**src/rtl/video_timing_gen.sv**
```systemverilog
// video_timing_gen: raster timing generator (HSync/VSync/DE), prefetching pixel
// reader and output formatter (pass-through, line-alternating checkerboard, colour bars).
// Latency: sync/DE/pixel lag h_cnt/v_cnt by 1 cycle; Mem_Read leads Out_pVDE by PREFETCH.
// Backpressure: none. Memory must answer PREFETCH-1 cycles after each strobe; a pixel
// without Mem_Valid is blanked and counted in Deb_Underrun (saturating).
// Ports: clk/rst (sync, active high), En run enable, Mode format select, FraimSync
// checkerboard seed; Mem_Read/Mem_Addr/Mem_Data/Mem_Valid frame-store read port;
// Out_p* pixel/sync to the TMDS encoder; Deb_* debug counters.
// Assumes PREFETCH <= H_SYNC+H_BP and H_ACTIVE >= 8.
module video_timing_gen #(
  parameter int   H_ACTIVE = 640,
  parameter int   H_FP     = 16,
  parameter int   H_SYNC   = 96,
  parameter int   H_BP     = 48,
  parameter int   V_ACTIVE = 480,
  parameter int   V_FP     = 10,
  parameter int   V_SYNC   = 2,
  parameter int   V_BP     = 33,
  parameter logic HS_POL   = 1'b0,
  parameter logic VS_POL   = 1'b0,
  parameter int   DATA_W   = 24,
  parameter int   ADDR_W   = 20,
  parameter int   PREFETCH = 3
) (
  input  logic              clk,
  input  logic              rst,
  input  logic              En,
  input  logic [1:0]        Mode,
  input  logic              FraimSync,
  output logic              Mem_Read,
  output logic [ADDR_W-1:0] Mem_Addr,
  input  logic [DATA_W-1:0] Mem_Data,
  input  logic              Mem_Valid,
  output logic [DATA_W-1:0] Out_pData,
  output logic              Out_pHSync,
  output logic              Out_pVSync,
  output logic              Out_pVDE,
  output logic [15:0]       Deb_Hcnt,
  output logic [15:0]       Deb_Vcnt,
  output logic [31:0]       Deb_Frame_cnt,
  output logic [15:0]       Deb_Underrun
);

  localparam int CW = DATA_W / 3;
  localparam logic [15:0] H_LAST = 16'(H_SYNC + H_BP + H_ACTIVE + H_FP - 1);
  localparam logic [15:0] V_LAST = 16'(V_SYNC + V_BP + V_ACTIVE + V_FP - 1);
  localparam logic [15:0] HS_END = 16'(H_SYNC);
  localparam logic [15:0] VS_END = 16'(V_SYNC);
  localparam logic [15:0] HA_BEG = 16'(H_SYNC + H_BP);
  localparam logic [15:0] HA_END = 16'(H_SYNC + H_BP + H_ACTIVE);
  localparam logic [15:0] VA_BEG = 16'(V_SYNC + V_BP);
  localparam logic [15:0] VA_END = 16'(V_SYNC + V_BP + V_ACTIVE);
  // Read window is the active window shifted PREFETCH cycles earlier on the same line.
  localparam logic [15:0] HR_BEG = 16'(H_SYNC + H_BP - PREFETCH);
  localparam logic [15:0] HR_END = 16'(H_SYNC + H_BP + H_ACTIVE - PREFETCH);
  localparam logic [16:0] HA_W   = 17'(H_ACTIVE);

  typedef enum logic [1:0] {S_IDLE, S_RUN, S_STOP} state_t;

  state_t state_q, state_d;
  logic   run_en;

  logic [15:0]       h_cnt_q, h_cnt_d, v_cnt_q, v_cnt_d;
  logic [1:0]        mode_q, mode_d;
  logic              line_par_q, line_par_d;
  logic [16:0]       rem_q, rem_d;
  logic [2:0]        bar_q, bar_d;
  logic              rd_q, rd_d, de_q, de_d, hs_q, hs_d, vs_q, vs_d;
  logic [ADDR_W-1:0] addr_q, addr_d;
  logic [DATA_W-1:0] data_q, data_d;
  logic [31:0]       fc_q, fc_d;
  logic [15:0]       und_q, und_d;

  logic h_last, v_last, frame_wrap, frame_start;
  logic h_act, v_act, pix, px_lsb;
  logic [16:0]       rem_sum;
  logic [DATA_W-1:0] bar_pix;

  assign h_last      = (h_cnt_q == H_LAST);
  assign v_last      = (v_cnt_q == V_LAST);
  assign frame_wrap  = h_last && v_last;
  assign frame_start = (h_cnt_q == 16'd0) && (v_cnt_q == 16'd0);
  assign h_act       = (h_cnt_q >= HA_BEG) && (h_cnt_q < HA_END);
  assign v_act       = (v_cnt_q >= VA_BEG) && (v_cnt_q < VA_END);
  assign pix         = run_en && h_act && v_act;
  // px = h_cnt - HA_BEG, so its LSB is just an XOR.
  assign px_lsb      = h_cnt_q[0] ^ HA_BEG[0];

  // State register
  always_ff @(posedge clk) begin
    if (rst) state_q <= S_IDLE;
    else     state_q <= state_d;
  end

  // Next state
  always_comb begin
    state_d = state_q;
    case (state_q)
      S_IDLE:  if (En) state_d = S_RUN;
      S_RUN:   if (!En) state_d = S_STOP;
      S_STOP:  if (En) state_d = S_RUN;
               else if (frame_wrap) state_d = S_IDLE;
      default: state_d = S_IDLE;
    endcase
  end

  // State outputs
  always_comb begin
    run_en = 1'b0;
    case (state_q)
      S_RUN, S_STOP: run_en = 1'b1;
      default:       run_en = 1'b0;
    endcase
  end

  always_comb begin
    // Raster counters: held at 0 while idle.
    h_cnt_d = 16'd0;
    v_cnt_d = 16'd0;
    if (run_en) begin
      h_cnt_d = h_last ? 16'd0 : h_cnt_q + 16'd1;
      v_cnt_d = v_cnt_q;
      if (h_last) v_cnt_d = v_last ? 16'd0 : v_cnt_q + 16'd1;
    end

    // Per-frame configuration, captured while the raster sits at (0,0).
    mode_d     = frame_start ? Mode : mode_q;
    line_par_d = line_par_q;
    if (frame_start)                           line_par_d = FraimSync;
    else if (pix && h_cnt_q == HA_END - 16'd1) line_par_d = ~line_par_q;

    // Bar index b = px*8/H_ACTIVE tracked incrementally: rem = px*8 mod H_ACTIVE.
    rem_sum = rem_q + 17'd8;
    rem_d   = 17'd0;
    bar_d   = 3'd0;
    if (pix) begin
      if (rem_sum >= HA_W) begin
        rem_d = rem_sum - HA_W;
        bar_d = bar_q + 3'd1;
      end else begin
        rem_d = rem_sum;
        bar_d = bar_q;
      end
    end
    bar_pix = {{CW{~bar_q[2]}}, {CW{~bar_q[1]}}, {CW{~bar_q[0]}}};

    data_d = '0;
    und_d  = und_q;
    if (pix) begin
      case (mode_q)
        2'd2:    data_d = bar_pix;
        2'd1:    data_d = (Mem_Valid && (px_lsb == line_par_q)) ? Mem_Data : '0;
        default: data_d = Mem_Valid ? Mem_Data : '0;
      endcase
      if (mode_q != 2'd2 && !Mem_Valid && und_q != 16'hFFFF) und_d = und_q + 16'd1;
    end

    de_d = pix;
    rd_d = run_en && v_act && (h_cnt_q >= HR_BEG) && (h_cnt_q < HR_END);
    hs_d = (run_en && h_cnt_q < HS_END) ? HS_POL : ~HS_POL;
    vs_d = (run_en && v_cnt_q < VS_END) ? VS_POL : ~VS_POL;

    addr_d = addr_q;
    if (frame_start) addr_d = '0;
    else if (rd_q)   addr_d = addr_q + ADDR_W'(1);

    fc_d = (run_en && frame_wrap) ? fc_q + 32'd1 : fc_q;
  end

  always_ff @(posedge clk) begin
    if (rst) begin
      h_cnt_q    <= 16'd0;
      v_cnt_q    <= 16'd0;
      mode_q     <= 2'd0;
      line_par_q <= 1'b0;
      rem_q      <= 17'd0;
      bar_q      <= 3'd0;
      rd_q       <= 1'b0;
      de_q       <= 1'b0;
      hs_q       <= ~HS_POL;
      vs_q       <= ~VS_POL;
      addr_q     <= '0;
      data_q     <= '0;
      fc_q       <= 32'd0;
      und_q      <= 16'd0;
    end else begin
      h_cnt_q    <= h_cnt_d;
      v_cnt_q    <= v_cnt_d;
      mode_q     <= mode_d;
      line_par_q <= line_par_d;
      rem_q      <= rem_d;
      bar_q      <= bar_d;
      rd_q       <= rd_d;
      de_q       <= de_d;
      hs_q       <= hs_d;
      vs_q       <= vs_d;
      addr_q     <= addr_d;
      data_q     <= data_d;
      fc_q       <= fc_d;
      und_q      <= und_d;
    end
  end

  assign Mem_Read      = rd_q;
  assign Mem_Addr      = addr_q;
  assign Out_pData     = data_q;
  assign Out_pHSync    = hs_q;
  assign Out_pVSync    = vs_q;
  assign Out_pVDE      = de_q;
  assign Deb_Hcnt      = h_cnt_q;
  assign Deb_Vcnt      = v_cnt_q;
  assign Deb_Frame_cnt = fc_q;
  assign Deb_Underrun  = und_q;

endmodule

```
**config.mk**
```make
export PLATFORM = sky130hd
export DESIGN_NAME = video_timing_gen
export DESIGN_NICKNAME = d
export VERILOG_FILES = /design/src/rtl/video_timing_gen.sv
export SDC_FILE = /design/constraint.sdc
export NUM_CORES = 1
export LEC_CHECK = 0
export BUFFER_PORTS_ARGS = -buffer_cell sky130_fd_sc_hd__buf_2
export CAP_MARGIN = 20
export CORE_MARGIN = 2
export CORE_UTILIZATION = 40
export CTS_CLUSTER_DIAMETER = 40
export CTS_CLUSTER_SIZE = 25
export DETAILED_ROUTE_END_ITERATION = 6
export SLEW_MARGIN = 20
export SYNTH_ARGS = -nofsm -noshare
export SYNTH_HDL_FRONTEND = slang
export SYNTH_SLANG_ARGS = --single-unit
```
**constraint.sdc**
```tcl
create_clock -name clk -period 2.58 [get_ports clk]
set_clock_uncertainty 0.15 [all_clocks]
set_input_delay 0.387 -clock clk [delete_from_list [all_inputs] [get_ports clk]]
set_output_delay 0.387 -clock clk [all_outputs]
set_load 0.01 [all_outputs]
```
==> results.cfg <==
[clock_network]
clkSinkCount = 150
clk_latency_worst_skew_pair_ns = 0.42
cts_hold_repair.buffers = 0
tritoncts.num_buffers = 17
cts_max_path_buffers = 2
cts.root.buffer_cell = clkbuf_16
htree_levels = 4
cts_tree = done
clk_pin_slew_worst_paths_ns = 0.06

[place]
placed_area_sq_um = 8728
place_hpwl_mm = 13.21
placement.io_buffers = 158
finalWeightedCongestion = 0.8194

[floorplan]
floorplan.core_area_sq_um = 17960
fp.dieArea_sq_um = 19370
rows = 49
overall_die_width_um = 139.2
floorplan.initialDensity_pct = 40.69
die-height_um = 139.2
io_pins = 159

[logic_synthesis]
post_synthesis_mux_area_share_pct = 1.250
post_synth_fa_ha_maj_area_fraction_pct = 3.423
postSynthCellCount = 891
share_of_flip_flops_with_an_asynchronous_set_or_reset_pct = 0
yosysWarnings = 0
synth.lib_cells_used.distinct = 54
yosys.area_share.xor_xnor_pct = 11.38
synth_compound_gate_area_share_pct = 9.329
synth_largest_type_area_fraction_pct = 41.08
synth_seq_cells = 150
syn_nets = 942
synth_top_family_by_area = simple AND/OR/NAND/NOR gates
post_synth_instance_area_sq_um = 7310
ys_dominant_reg_cell = dfxtp_1
biggest_area_consumer_among_synthesized_cells = dfxtp_1
post_synth_and_or_nand_nor_area_fraction_pct = 29.32
synth_area_leaders = dfxtp_1, nor2_1, xnor2_1, a21oi_1, nand2_1
synth-edff-count = 0
post-synth-top-count-cell = nor2_1
syn-mean-instance-area_sq_um = 8.204
synth_common_cells = nor2_1, dfxtp_1, nand2_1
yosysSeqAreaShare_pct = 41.08

[sta]
fmaxAchievable_ghz = 0.3929
grt_setup_unrepaired = true
fin_crit_sh_pct = 98.64
timing.max_slew.rel_slack_pct = 44.00
timing_worst_slew_pin_value_ns = 0.8400
finalWorstPathRequiredPeriod_ns = 2.545
finalHoldViolations = 0
finalMaxSlewViolations = 0
finalSetupViolCount = 0

[pwr]
p_per_area_nw_per_um2 = 538.3
leakage_nw = 3.848
peakVddDrop_mv = 0.4459

[run_status]
run_status = finished clean

[global_routing]
grt_first_pass_wirelength_mm = 30.24
globalRouteOverflowTotal = 0
grt_pass1_vias = 6127
grtUsageTotal_pct = 18.83
grt_antenna_before_repair = 1
maximum_number_of_pins_on_one_net_before_global_route_repair = 54

[routing]
drt-wirelength-per-cell_um = 13.61
drtPass1Iterations = 5
route.vias.total = 6747
number_of_violations_reported_at_the_end_of_detailed_routing_iteration_0 = 286
drc_errors = 0
ant_nets = 0
avgViaCountPerCell = 5.039
wl_mm = 18.23

[hold_path]
hold_path_class = input port to flip-flop

[layout]
final_core_util_pct = 52.82
fill_cells = 1739
final_layout_size_suffix_gt1_share_pct = 28.67
design_area_sq_um = 9488
flow.area_growth_from_synthesis_pct = 29.80
finish.net_count = 1147

[critical_path]
crit_path_end_kind = flip-flop
worstPathRequired_ns = 2.78
cp_max_fo = 5
timing_worst_setup_path_type = flip-flop to flip-flop
cp_data_arrival_time_ns = 2.75
critPathLaunchType = flip-flop

[flow_run]
maxCapViolations = 0
## logic make-up (layout without fill, tap and decap cells)
group	after synthesis	in the layout
buffers and inverters	74	292
AO/OA/AOI/OAI	121	121
adder cells (fa/ha/maj)	20	20
other	0	1
XOR/XNOR	95	95
flip-flops	150	150
AND/OR/NAND/NOR	422	422
multiplexers	9	9
## final timing paths
path,startpoint,to,slack (ns),cells after the start
min reg2reg,bar_q[2]$_SDFFE_PP0P_,bar_q[2]$_SDFFE_PP0P_,0.34,2
max reg2reg,rem_q[4]$_SDFF_PP0_,rem_q[12]$_SDFF_PP0_,0.03,9
max,rem_q[4]$_SDFF_PP0_,rem_q[12]$_SDFF_PP0_,0.03,9
min,Mode[0],mode_q[0]$_SDFFE_PP0P_,0.06,3
## what timing repair did
| action | CTS | global route |
|---|---|---|
| pin swaps | 1 | 4 |
| gates resized for setup | 2 | 30 |
| setup buffers | 0 | 5 |
| endpoints found under the setup margin | 4 | 65 |
## where the power goes
group | switching [mW] | internal, mW
clock | 1.05 | 1.28
combinational | 0.267 | 0.156
sequential | 0.0153 | 2.34
## cells in the final DEF (no fill, tap or decap), types with 2 or more instances in the layout
master and n:
xnor2_1 60, nor4_1 8, a21oi_1 75, o31ai_1 4, ha_1 20, a31oi_1 3
nor3_1 17, nor4_4 3, xor2_1 33, nand2_1 80, mux2i_1 8, nand4_4 2
buf_12 4, clkinv_4 2, buf_4 67, or3_1 23, nand3_2 2, nor4_2 11
dfxtp_1 144, and2_1 6, and4_1 9, nor3_2 13, inv_1 31, clkinv_2 2
nor2_1 153, dfxtp_2 6, nor2b_1 3, clkinvlp_4 3, clkbuf_16 17, nor2_2 2
or4_1 4, buf_2 158, nand3_1 33, inv_6 6, nand4_1 23, o21ai_0 23
nand2b_1 7, or2_2 6, a22oi_1 2, and3_1 10
## layout make-up
class,count,area (sq um),share of cell area (%)
Multi-Input combinational cell,667,4145,43.69
Sequential cell,150,3010,31.73
Timing Repair Buffer,229,1374,14.48
Clock buffer,18,439.2,4.629
Tap cell,229,286.5,3.020
Inverter,31,116.4,1.226
Clock inverter,14,113.9,1.200
Antenna cell,1,2.502,0.02637
## metrics by stage
step	power [mW]	cells	hold slack (ns)	setup slack, ns	TNS, ns
5_1_grt	5.335	1338	0.05936	-0.1027	-0.3430
3_3_place_gp	2.825	1301	0.3195	0.04927	0
2_1_floorplan	2.684	891	0.3031	-0.01644	-0.01644
6_report	5.107	1339	0.05855	0.03499	0
4_1_cts	5.186	1333	0.04181	0.01095	0
3_5_place_dp	2.830	1301	0.3299	-0.02647	-0.02647
## flip-flops by register name (all words and copies together), names as in the netlist
| name | count |
|---|---|
| Deb_Vcnt | 16 |
| state_q | 2 |
| Out_pData | 24 |
| Out_pHSync | 1 |
| Mem_Addr | 20 |
| Deb_Underrun | 16 |
| mode_q | 2 |
| line_par_q | 1 |
| rem_q | 14 |
| Out_pVSync | 1 |
| Mem_Read | 1 |
| bar_q | 3 |
| Deb_Hcnt | 16 |
| Deb_Frame_cnt | 32 |
| Out_pVDE | 1 |
## routing by layer
metal	global-route usage [%]	routed length (um)	up-vias	share of wire [%]
met4	6.007	257	0	1.4
met3	4.903	998	14	5.5
met1	25.07	8541	3118	47
met5	0	0	-	0
met2	29.97	8429	151	46
li1	-	-	3464	-
## worst max-delay path, cell delays in order, from the launching register on
cell and delay, ns:
dfxtp_1 0.31, buf_4 0.15, and4_1 0.18, buf_4 0.15, nor4_1 0.33, nor3_2 0.12, nor4_2 0.36, nor4_2 0.09
or4_1 0.50, a21oi_1 0.15
(Power assumes the default switching activity.)
